## config.mk

```make
export PLATFORM = sky130hd
export DESIGN_NAME = snes_gamepad_device
export DESIGN_NICKNAME = d
export VERILOG_FILES = /design/src/rtl/snes_gamepad_device.sv
export SDC_FILE = /design/constraint.sdc
export NUM_CORES = 1
export LEC_CHECK = 0
export ABC_AREA = 0
export ABC_CLOCK_PERIOD_IN_PS = 2400
export CAP_MARGIN = 20
export CELL_PAD_IN_SITES_DETAIL_PLACEMENT = 1
export CELL_PAD_IN_SITES_GLOBAL_PLACEMENT = 1
export CORE_MARGIN = 2
export CORE_UTILIZATION = 41
export CTS_BUF_LIST = sky130_fd_sc_hd__clkbuf_16
export DETAILED_ROUTE_END_ITERATION = 16
export HOLD_SLACK_MARGIN = 0.15
export PLACE_DENSITY_LB_ADDON = 0.05
export SYNTH_ARGS = -nofsm -noshare
export SYNTH_HDL_FRONTEND = slang
export SYNTH_SLANG_ARGS = --single-unit
```

## constraint.sdc

```tcl
create_clock -name clk -period 2.4 [get_ports clk]
set_clock_uncertainty 0.2 [all_clocks]
set_input_delay 0.48 -clock clk [delete_from_list [all_inputs] [get_ports clk]]
set_output_delay 0.48 -clock clk [all_outputs]
set_load 0.01 [all_outputs]
```

## src/rtl/snes_gamepad_device.sv

```systemverilog
// SNES controller device side: samples the console latch and shift clock,
// parallel-loads the button state while latched, then shifts it out LSB-first
// on each console clock rising edge. Wire data is active-low.
module snes_gamepad_device #(
  parameter int unsigned SYNC_STAGES = 2
) (
  input  logic        clk,
  input  logic        rst,
  input  logic [15:0] buttons,
  input  logic        snes_latch,
  input  logic        snes_clk,
  output logic        snes_data,
  output logic        busy,
  output logic        frame_done
);

  typedef enum logic [1:0] {
    IDLE  = 2'b00,
    LOAD  = 2'b01,
    SHIFT = 2'b10,
    DONE  = 2'b11
  } state_t;

  state_t state;
  state_t next_state;

  logic [SYNC_STAGES-1:0] latch_sync;
  logic [SYNC_STAGES-1:0] clk_sync;
  logic                   latch_d;
  logic                   clk_d;
  logic                   latch_s;
  logic                   clk_s;
  logic                   latch_rise;
  logic                   latch_fall;
  logic                   clk_rise;

  logic [15:0] shift_reg;
  logic [3:0]  bit_cnt;

  // Synchronize the console pins and keep one extra flop for edge detection
  always_ff @(posedge clk) begin
    if (!rst) begin
      latch_sync <= '0;
      clk_sync   <= '1;
      latch_d    <= 1'b0;
      clk_d      <= 1'b1;
    end else begin
      latch_sync <= {latch_sync[SYNC_STAGES-2:0], snes_latch};
      clk_sync   <= {clk_sync[SYNC_STAGES-2:0], snes_clk};
      latch_d    <= latch_s;
      clk_d      <= clk_s;
    end
  end

  assign latch_s    = latch_sync[SYNC_STAGES-1];
  assign clk_s      = clk_sync[SYNC_STAGES-1];
  assign latch_rise = latch_s & ~latch_d;
  assign latch_fall = ~latch_s & latch_d;
  assign clk_rise   = clk_s & ~clk_d;

  // State register
  always_ff @(posedge clk) begin
    if (!rst) begin
      state <= IDLE;
    end else begin
      state <= next_state;
    end
  end

  // Next-state logic; SHIFT and DONE are only ever entered with the latch low,
  // so any latch high seen there starts with latch_rise
  always_comb begin
    next_state = state;
    case (state)
      IDLE:    if (latch_s) next_state = LOAD;
      LOAD:    if (latch_fall) next_state = SHIFT;
      SHIFT: begin
        if (latch_rise) begin
          next_state = LOAD;
        end else if (clk_rise && (bit_cnt == 4'd15)) begin
          next_state = DONE;
        end
      end
      DONE:    if (latch_rise) next_state = LOAD;
      default: next_state = IDLE;
    endcase
  end

  // Shift register, bit counter and registered status flags
  always_ff @(posedge clk) begin
    if (!rst) begin
      shift_reg  <= 16'hFFFF;
      bit_cnt    <= 4'd0;
      busy       <= 1'b0;
      frame_done <= 1'b0;
    end else begin
      busy       <= (next_state == LOAD) || (next_state == SHIFT);
      frame_done <= (state == SHIFT) && (next_state == DONE);
      case (state)
        LOAD: begin
          shift_reg <= ~buttons;
          bit_cnt   <= 4'd0;
        end
        SHIFT: begin
          // A latch arriving with the clock edge discards the shift
          if (clk_rise && !latch_rise) begin
            shift_reg <= {1'b0, shift_reg[15:1]};
            bit_cnt   <= (bit_cnt == 4'd15) ? 4'd0 : bit_cnt + 4'd1;
          end
        end
        default: begin
        end
      endcase
    end
  end

  // Serial data output per state
  always_comb begin
    snes_data = 1'b1;
    case (state)
      IDLE:    snes_data = 1'b1;
      LOAD:    snes_data = shift_reg[0];
      SHIFT:   snes_data = shift_reg[0];
      DONE:    snes_data = 1'b0;
      default: snes_data = 1'b1;
    endcase
  end

endmodule

```

# --- After elaboration in Yosys (flattened, before gate mapping) ---
# Cells that the tools add are included.
word_totals:
  out_inout_bits: 3
  register_bits: 30
  word_cells: 46
op_classes:
  n_reduce_logical: 9
  n_eq_ne: 8
  addsub: 1
  n_mux: 12
  bitwise: 7
op_table:
  columns: ["cell", "n"]
  rows:
  - ["16-bit case mux with 2 select lines", 1]
  - ["16-bit 2-to-1 mux", 1]
  - ["16-bit inverter", 1]
  - ["2-bit 2-to-1 mux", 5]
  - ["2-bit equality test, second input constant", 4]
  - ["4-bit 2-to-1 mux", 2]
  - ["2-bit case mux with 4 select lines", 1]
  - ["4-bit case mux with 2 select lines", 1]
  - ["4-bit by 1-bit adder with 4-bit output, second input constant", 1]
  - ["2-bit by 1-bit equality test with 1-bit output, second input constant", 2]
  - ["4-bit equality test, second input constant", 1]
  - ["1-bit AND", 3]
  - ["1-bit logical AND", 3]
  - ["1-bit inverter", 3]
  - ["1-bit case mux with 3 select lines", 1]
  - ["2-bit logical NOT", 1]
  - ["2-bit by 1-bit != test with 1-bit output, second input constant", 1]
  - ["2-bit AND reduction", 1]
  - ["2-bit nonzero test", 1]
  - ["2-bit OR reduction", 1]
  - ["1-bit logical NOT", 1]
  - ["1-bit logical OR", 1]

# --- Logic depth before layout (Yosys ltp) ---
# Gate-level depths: netlist of run 1.
depth:
  depth_word: 8
  mapped_depth: 8
  mapped_depth_nobuf: 7

# --- Worst setup path after synthesis of run 1 ---
# No wires, ideal clock.
synth_timing:
  path_type: "reg2reg"
  startpoint: "register state[0]"
  endpoint: "register busy"
  arrival_time_ps: 1805
  path_buffers: 0
  path_stages_with_launch: 8
  setup_time_ps: 115
  t_required_ps: 2085
  path_slack_ps: 280
  path_cell_list: "dfxtp_1 > inv_1 > ha_1 > a21o_1 > a221oi_1 > a211oi_1 > ha_1 > and2_1"
synth_rtl:
  columns: ["element", "line", "rtl"]
  rows:
  - ["from (decl)", "24", "state_t state;"]
  - ["from (signal assigned)", "66", "state <= next_state;"]
  - ["2-bit equality test (tied with other cells)", "74", "case (state)"]
  - ["2-bit case mux with 4 select lines (*)", "74", null]
  - ["named net next_state[1]", "25", "state_t next_state;"]
  - ["2-bit by 1-bit equality test with 1-bit output or 2-bit equality test (tied branches)", "97", "busy <= (next_state == LOAD) || (next_state == SHIFT);"]
  - ["1-bit logical OR (*)", "97", null]
  - ["to (signal assigned)", "97", null]
  - ["to (decl)", "13", "output logic busy,"]
# Mark *: on every way through the listed nets, which the timed path passes. The rest lies on a longest branch.
# A chain may end at the register's enable or synchronous reset.

# --- Worst setup path after layout of run 1 ---
# Ends and elaborated chain as after synthesis.

==> results of run 1 <==
[power by group]
part           internal, W  switching, W
sequential        0.000620     0.0000670
combinational     0.000262      0.000285
clock             0.000374      0.000215
total              0.00126      0.000567
[worst max path at each step]
stage	from	to	slack, ns	depth (start not counted)
floorplan	state[0]$_SDFF_PN0_	busy$_SDFF_PN0_	0.28	7
global placement	state[0]$_SDFF_PN0_	snes_data	0.21	4
detailed placement	state[0]$_SDFF_PN0_	busy$_SDFF_PN0_	0.14	6
CTS	state[0]$_SDFF_PN0_	busy$_SDFF_PN0_	0.20	6
global route	state[0]$_SDFF_PN0_	busy$_SDFF_PN0_	0.13	6
finish	state[0]$_SDFF_PN0_	busy$_SDFF_PN0_	0.22	6
[kinds of logic after synthesis]
logic type	after synthesis	share of synthesized area, %
flops	30	38.0
compound gates	62	29.8
simple gates	47	19.5
buf+inv	20	5.86
fa+ha+maj	7	5.55
mux	2	1.27
[through the flow]
step / hold WS (ns) / cells / worst slack, ns / power [W]
finish: 0.208 / 235 / 0.219 / 0.00182
CTS: 0.213 / 235 / 0.200 / 0.00184
global route: 0.219 / 235 / 0.132 / 0.00195
detailed placement: 0.196 / 227 / 0.145 / 0.00123
global placement: 0.195 / 227 / 0.207 / 0.00120
floorplan: 0.186 / 168 / 0.280 / 0.00108
[cells in the final DEF (no fill, tap or decap), types with 2 or more instances in the layout]
cell type        synthesis  final
clkdlybuf4s50_1          0     21
o211ai_1                15     15
inv_1                    5      6
a21o_1                   3      3
nor3b_1                  2      2
a31oi_1                  2      2
nand2b_1                20     20
a311oi_1                 2      2
dfxtp_2                  0      2
dfxtp_1                 30     28
nor3_1                   3      3
and2b_1                  2      2
nor2b_1                  2      2
buf_4                    3      3
nand4_1                  2      2
mux2i_1                  2      2
o21ai_0                 15     15
and2_1                   5      5
o311ai_1                16     16
clkbuf_16                0      5
ha_1                     7      7
nand3_1                  3      3
[layer usage]
metal	routed length (µm)	GRT usage, %	vias to the layer above
li1	-	-	675
met3	129	5.79	6
met5	0	0	-
met1	1860	26.5	663
met2	1980	35.1	17
met4	42	6.12	0
[worst register-to-register path, stage by stage, from the launching register on]
cell and delay (ns):
dfxtp_2 0.39, inv_1 0.09, ha_1 0.29, or3_4 0.42, a211oi_1 0.27, ha_1 0.27
and2_1 0.15
[final cells by class]
type                    count  area [µm²]
clock inverters             3        12.5
fillers                   435        1740
well taps                  48        60.1
repair buffers             25         241
flip-flops and latches     30         603
clock buffers               5         125
inverters                   6        22.5
multi-input cells         118         886
==> impl_metrics.env, run 1 <==
export IMPL_h_tree_depth=2
export IMPL_async_flop_share_pct=0
export IMPL_hold_class="register to register"
export IMPL_maxSlewHeadroom_pct=58.1
export IMPL_viasPerCell=5.79
export IMPL_report_final_hold_viol_count=0
export IMPL_power_leakage_nw=0.740
export IMPL_synthTopCellsByArea="dfxtp_1 (38%), o311ai_1 (8.9%), nand2b_1 (7.9%)"
export IMPL_drv_cap=0
export IMPL_hold_path_end="clk_sync[1]$_SDFF_PN1_"
export IMPL_fin_crit_sh_pct=90.9
export IMPL_drt_wl_total_um=4010
export IMPL_synth_largest_area_cell="dfxtp_1"
export IMPL_r2r_cells=6
export IMPL_grt_max_degree=33
export IMPL_power_density_nw_per_um2=935
export IMPL_slew_viol_final=0
export IMPL_vias=1361
export IMPL_post_route_util_pct=52.9
export IMPL_mappedNetlistArea_um2=1580
export IMPL_ir_worst_vdd_mv=0.514
export IMPL_slowest_delay_ns=0.42
export IMPL_numCtsBuffers=5
export IMPL_clkSlewWorstSetupHoldPaths_ns=0.05
export IMPL_synth_nets=195
export IMPL_cp_required_ns=2.37
export IMPL_ant_nets=0
export IMPL_avgSynthCellArea_um2=9.40
export IMPL_cp_end_kind="register"
export IMPL_root_buffer="clkbuf_16"
export IMPL_holdPathStages=1
export IMPL_drt_iter0_drc=40
export IMPL_status="completed"
export IMPL_yosysSeqAreaShare_pct=38.0
export IMPL_nNetsFinal=213
export IMPL_postCtsHoldBufs=0
export IMPL_path_cells="inv_1 -> ha_1 -> or3_4 -> a211oi_1 -> ha_1 -> and2_1"
export IMPL_first_global_vias=1427
export IMPL_synth_top_cell_area_share_pct=38.0
export IMPL_finalCriticalPeriod_ns=2.18
export IMPL_rows=22
export IMPL_cp_start_kind="register"
export IMPL_hpwl_um=2490
export IMPL_die_area_um2=4360
export IMPL_die_w_um=66.1
export IMPL_cts_post_setup_buffers_inserted=0
export IMPL_cp_arrival_ns=2.15
export IMPL_setup_viol=0
export IMPL_dpl_instance_area_um2=1810
export IMPL_rr_startpoint="state[0]$_SDFF_PN0_"
export IMPL_io_pins=23
export IMPL_drc_errors=0
export IMPL_drive_gt1_share_pct=9.63
export IMPL_path_delay_family="simple AND/OR/NAND/NOR gates"
export IMPL_synth_main_ff_cell="dfxtp_1"
export IMPL_n_antenna_cell=0
export IMPL_clockBufferDepth=2
export IMPL_r2r_slack_ns=0.22
export IMPL_place_gp_congestion=0.666
export IMPL_path_common_cell="ha_1"
export IMPL_synth_most_common_cell="dfxtp_1"
export IMPL_grt_first_pass_wirelength_um=6940
export IMPL_synth_distinct_cells=39
export IMPL_routedWlPerCell_um=17.1
export IMPL_cts_tree="built"
export IMPL_yosys_register_bits=30
export IMPL_yosys_warnings=0
export IMPL_first_pass_iters=4
export IMPL_synth_edf_count=0
export IMPL_cts_resized=3
export IMPL_grt_setup_unrepaired="false"
export IMPL_max_freq_mhz=458
export IMPL_worst_path_buf_inv=1
export IMPL_antenna_found_initial=0
export IMPL_reg2reg_to="busy$_SDFF_PN0_"
export IMPL_syn_to_final_growth_pct=23.5
export IMPL_overflow=0
export IMPL_synth_commonest_cells="dfxtp_1 (30), nand2b_1 (20), o311ai_1 (16), o211ai_1 (15), o21ai_0 (15)"
export IMPL_core_area_um2=3690
export IMPL_largest_reg_flops=16
export IMPL_worstMarginPinSlew_ns=0.629
export IMPL_die_h_um=66.1
export IMPL_cts_sinks=30
export IMPL_port_buffers=22
export IMPL_clk_latency_ns=0.27
export IMPL_setup_tns_ns=0
export IMPL_min_from="clk_sync[0]$_SDFF_PN1_"
export IMPL_fin_area_um2=1950
export IMPL_slowest_stage="or3_4"
export IMPL_worst_setup_path_type="register to register"
export IMPL_start_util_pct=42.8
export IMPL_worst_path_max_fanout=7
export IMPL_grtUsageTotal_pct=21.1
export IMPL_synth_cells=168
(Power assumes the default switching activity.)
==> run 2, diff against run 1 <==
Settings changed: GPL_ROUTABILITY_DRIVEN set to 0.
==> results of run 2 <==
Same layout as run 1: the final DEF is identical, and so are final timing and power.
==> RTL edit 1, RTL diff (settings of run 2) <==
Put a register stage on the output `snes_data`, with the module's reset. The value now appears one clock later. The other outputs are not delayed to match.
--- a/src/rtl/snes_gamepad_device.sv
+++ b/src/rtl/snes_gamepad_device.sv
@@ -20,6 +20,8 @@
     SHIFT = 2'b10,
     DONE  = 2'b11
   } state_t;
+
+  logic snes_data_d;
 
   state_t state;
   state_t next_state;
@@ -116,14 +118,22 @@
 
   // Serial data output per state
   always_comb begin
-    snes_data = 1'b1;
+    snes_data_d = 1'b1;
     case (state)
-      IDLE:    snes_data = 1'b1;
-      LOAD:    snes_data = shift_reg[0];
-      SHIFT:   snes_data = shift_reg[0];
-      DONE:    snes_data = 1'b0;
-      default: snes_data = 1'b1;
+      IDLE:    snes_data_d = 1'b1;
+      LOAD:    snes_data_d = shift_reg[0];
+      SHIFT:   snes_data_d = shift_reg[0];
+      DONE:    snes_data_d = 1'b0;
+      default: snes_data_d = 1'b1;
     endcase
+  end
+
+  always_ff @(posedge clk) begin
+    if (!rst) begin
+      snes_data <= '0;
+    end else begin
+      snes_data <= snes_data_d;
+    end
   end
 
 endmodule
Check against the original RTL: not equivalent (Yosys sat finds a counterexample within 4 cycles, from zero or initial values and one cycle with rst low).
==> RTL edit 1 against run 2 <==
Sequential cell count up 1; total power up 1.7%; non-clock buffer count up 1; worst setup slack worse by 0.071 ns; cell area up 1.7%; global-route usage up 0.44 points; routed wire length up 1.4%; cell count up 1.3%; synthesized area up 1.2%; count of clock-buffer cells in the layout unchanged; critical endpoint unchanged; largest cell class unchanged; highest routed layer unchanged.
==> RTL edit 1: results (changes against run 2) <==
globalRouteMet1Util: 0.257  # was 0.265
ys_top_cells_by_area: "sky130_fd_sc_hd__dfxtp_1 39%, sky130_fd_sc_hd__o311ai_1 8.8%, sky130_fd_sc_hd__nand2b_1 7.8%"  # was sky130_fd_sc_hd__dfxtp_1 38%, sky130_fd_sc_hd__o311ai_1 8.9%, sky130_fd_sc_hd__nand2b_1 7.9%
synth.net_count: 197  # was 195
power_leakage_nw: 0.742  # was 0.740 nW
comb_power_mw: 0.554  # was 0.547 mW
route.final.wire_length_um: 4070  # was 4010 um
power_report.internal_total_mw: 1.28  # was 1.26 mW
route.top_layer_used: "met4"  # unchanged
buffers_excl_clock: 26  # was 25
layout_cells_sized_above_1: 0.0947  # was 0.0963
peakVddDrop_uv: 495  # was 514 uV
critical-path-top-delay-family: "compound AO/OA/AOI/OAI gates"  # was simple AND/OR/NAND/NOR gates
met1_length_um: 1850  # was 1860 um
drt_iter0_markers: 45  # was 40
worst-r2r-setup-slack_ns: 0.15  # was 0.22 ns
vias: 1384  # was 1361
yosys.area_share.adder: 0.0548  # was 0.0555
synth_seq_area_share: 0.388  # was 0.380
non_clock_buffer_area_share: 0.126  # was 0.124
fillCellCount: 422  # was 435
final_nets: 216  # was 213
routed-wl-met3_um: 148  # was 129 um
seq_share: 0.313  # was 0.309
worst_hold_class: "register to register"  # unchanged
run_status: "completed"  # unchanged
arrival_ns: 2.22  # was 2.15 ns
clkLatencyLatePin_ns: 0.27  # about the same
routed-wl-met2_um: 2010  # was 1980 um
synth_commonest_cells: "31 x sky130_fd_sc_hd__dfxtp_1, 20 x sky130_fd_sc_hd__nand2b_1, 16 x sky130_fd_sc_hd__o311ai_1"  # was 30 x sky130_fd_sc_hd__dfxtp_1, 20 x sky130_fd_sc_hd__nand2b_1, 16 x sky130_fd_sc_hd__o311ai_1
synth.ff_latch_count: 31  # was 30
critical_path_peak_fanout: 7  # unchanged
grt_pass1_wl_um: 6900  # was 6940 um
met2_usage: 0.361  # was 0.351
post_cts.repair.setup_buffers: 0  # unchanged
slowest_stage: "sky130_fd_sc_hd__dfxtp_1"  # was sky130_fd_sc_hd__or3_4
multi_input_comb_area_um2: 893  # was 886 um2
grt_usage: 0.215  # was 0.211
cts-resized-gates: 0  # was 3
globalRouteMet3Util: 0.0562  # was 0.0579
synth_mux_area_frac: 0.00626  # was 0.0127
crit_path_max_incr_delay_ns: 0.45  # was 0.42 ns
synth.lib_cells_used.distinct: 40  # was 39
n_multi_input_combinational_cell: 120  # was 118
max_slew_headroom: 0.549  # was 0.581
place_worst_setup_slack_ns: 0.159  # was 0.145 ns
compound_cell_area_share_of_the_yosys_netlist: 0.298  # about the same
clock_net_power_mw: 0.591  # was 0.589 mW
max_freq_mhz: 444  # was 458 MHz
layout.clock.cell_area_share: 0.0707  # was 0.0706
## RTL edit 1: cell types whose count changed after synthesis
cell                      delta
sky130_fd_sc_hd__nor2_1      +2
sky130_fd_sc_hd__dfxtp_1     +1
sky130_fd_sc_hd__a21oi_1     +1
sky130_fd_sc_hd__mux2i_1     -1
sky130_fd_sc_hd__inv_1       -1
## RTL edit 1: stage by stage
step                instance area [um2]  hold WS [ns]   util  power (mW)  instances
floorplan                          1600         0.186      -        1.11        170
global placement                   1840         0.189  0.495        1.23        230
detailed placement                 1840         0.202  0.495        1.27        230
CTS                                1980         0.215  0.532        1.88        238
global route                       1980         0.222  0.534        1.98        238
finish                             1980         0.211  0.534        1.85        238
## RTL edit 1: final timing paths
kind                 endpoint        start  cells after the start
hold reg to reg   clk_sync[1]  clk_sync[0]                      1
setup / recovery         busy     state[1]                      7
setup reg to reg         busy     state[1]                      7
hold / removal    clk_sync[1]  clk_sync[0]                      1
==> RTL edit 2, RTL diff (flow settings as in run 2) <==
Without the edit above. Change the parameter `SYNC_STAGES` from 2 to 4.
--- a/src/rtl/snes_gamepad_device.sv
+++ b/src/rtl/snes_gamepad_device.sv
@@ -2,7 +2,7 @@
 // parallel-loads the button state while latched, then shifts it out LSB-first
 // on each console clock rising edge. Wire data is active-low.
 module snes_gamepad_device #(
-  parameter int unsigned SYNC_STAGES = 2
+  parameter int unsigned SYNC_STAGES = 4
 ) (
   input  logic        clk,
   input  logic        rst,
Behaviour: not the same (Yosys sat finds a counterexample within 4 cycles, from zero or initial values and one cycle with rst low).
==> RTL edit 2 against run 2 <==
Worst setup slack improved by 0.0011 ns; synthesized area grew 7.8%; cell count up 4.7%; core utilization decreased by 0.87 points; sequential cell count grew 4; cell area increased by 6.7%; routed wire length is 1.9% higher.
Power is not compared: it rests on default switching activity, and its combinational part moved more than twofold at a synthesized area within 25%.
==> RTL edit 2: results (changes against run 2) <==
run_status: "completed"  # unchanged
route.final.wire_length_um: 4080  # was 4010 um
critical_path_peak_fanout: 7  # unchanged
detail_route.first_pass.iterations: 4  # unchanged
routed-wl-met3_um: 98  # was 129 um
drt_iter0_markers: 82  # was 40
fillCellCount: 446  # was 435
dpl-instance-area_mm2: 0.00194  # was 0.00181 mm2
hold_start: "clk_sync[0]"  # unchanged
synth_mux_area_frac: 0.0118  # was 0.0127
avgViaCountPerCell: 5.62  # was 5.79
place.detailed.hpwl_um: 2780  # was 2490 um
synth_seq_area_share: 0.400  # was 0.380
synth_commonest_cells: "34 x sky130_fd_sc_hd__dfxtp_1, 23 x sky130_fd_sc_hd__nand2b_1, 16 x sky130_fd_sc_hd__o21ai_0"  # was 30 x sky130_fd_sc_hd__dfxtp_1, 20 x sky130_fd_sc_hd__nand2b_1, 16 x sky130_fd_sc_hd__o311ai_1
initial_antenna_violation_count: 0  # unchanged
arrival_ns: 2.15  # about the same
layout_cells_sized_above_1: 0.117  # was 0.0963
globalRouteMet3Util: 0.0395  # was 0.0579
compound_cell_area_share_of_the_yosys_netlist: 0.282  # was 0.298
grt_pass1_wl_um: 6980  # was 6940 um
ys_top_cells_by_area: "sky130_fd_sc_hd__dfxtp_1 40%, sky130_fd_sc_hd__nand2b_1 8.5%, sky130_fd_sc_hd__o211ai_1 6.6%"  # was sky130_fd_sc_hd__dfxtp_1 38%, sky130_fd_sc_hd__o311ai_1 8.9%, sky130_fd_sc_hd__nand2b_1 7.9%
grt_usage: 0.200  # was 0.211
synthesis.instances: 175  # was 168
worstRegToRegCells: 7  # was 6
max_slew_headroom: 0.642  # was 0.581
globalRouteMet1Util: 0.261  # was 0.265
hold-worst-slack_ns: 0.211  # was 0.208 ns
place_worst_setup_slack_ns: 0.114  # was 0.145 ns
synth.lib_cells_used.distinct: 44  # was 39
post-layout-total-power_mw: 1.53
synth.net_count: 202  # was 195
fin_crit_sh: 0.908  # was 0.909
place.detailed.instances: 238  # was 227
first_global_vias: 1454  # was 1427
met2_usage: 0.331  # was 0.351
worstSetupPathType: "register to register"  # unchanged
worst_hold_class: "register to register"  # unchanged
met1_length_um: 2010  # was 1860 um
final_nets: 222  # was 213
yosys.area_share.adder: 0.0515  # was 0.0555
layoutNonFillerInstCount: 246  # was 235
power_report.internal_total_mw: 1.15
routed-wl-met2_um: 1920  # was 1980 um
[RTL edit 2: critical path, cell delays in order, from the launching register on]
cell	delay, ns
sky130_fd_sc_hd__dfxtp_2	0.35
sky130_fd_sc_hd__inv_1	0.09
sky130_fd_sc_hd__ha_1	0.30
sky130_fd_sc_hd__and4bb_2	0.29
sky130_fd_sc_hd__a311oi_2	0.32
sky130_fd_sc_hd__a211oi_1	0.09
sky130_fd_sc_hd__ha_1	0.29
sky130_fd_sc_hd__and2_1	0.15
[RTL edit 2: cell type report]
cell class | count | area [um2] | share of cell area
Clock buffer | 5 | 125 | 0.0601
Multi-Input combinational cell | 120 | 916 | 0.440
Sequential cell | 34 | 683 | 0.328
Tap cell | 50 | 62.6 | 0.0301
Timing Repair Buffer | 27 | 256 | 0.123
Inverter | 7 | 26.3 | 0.0126
Clock inverter | 3 | 11.3 | 0.00541
[RTL edit 2: what timing repair did]
| item | CTS | global route |
|---|---|---|
| hold buffers | 0 | 0 |
| resized for setup | 3 | 1 |
| setup endpoints to repair | 1 | 1 |
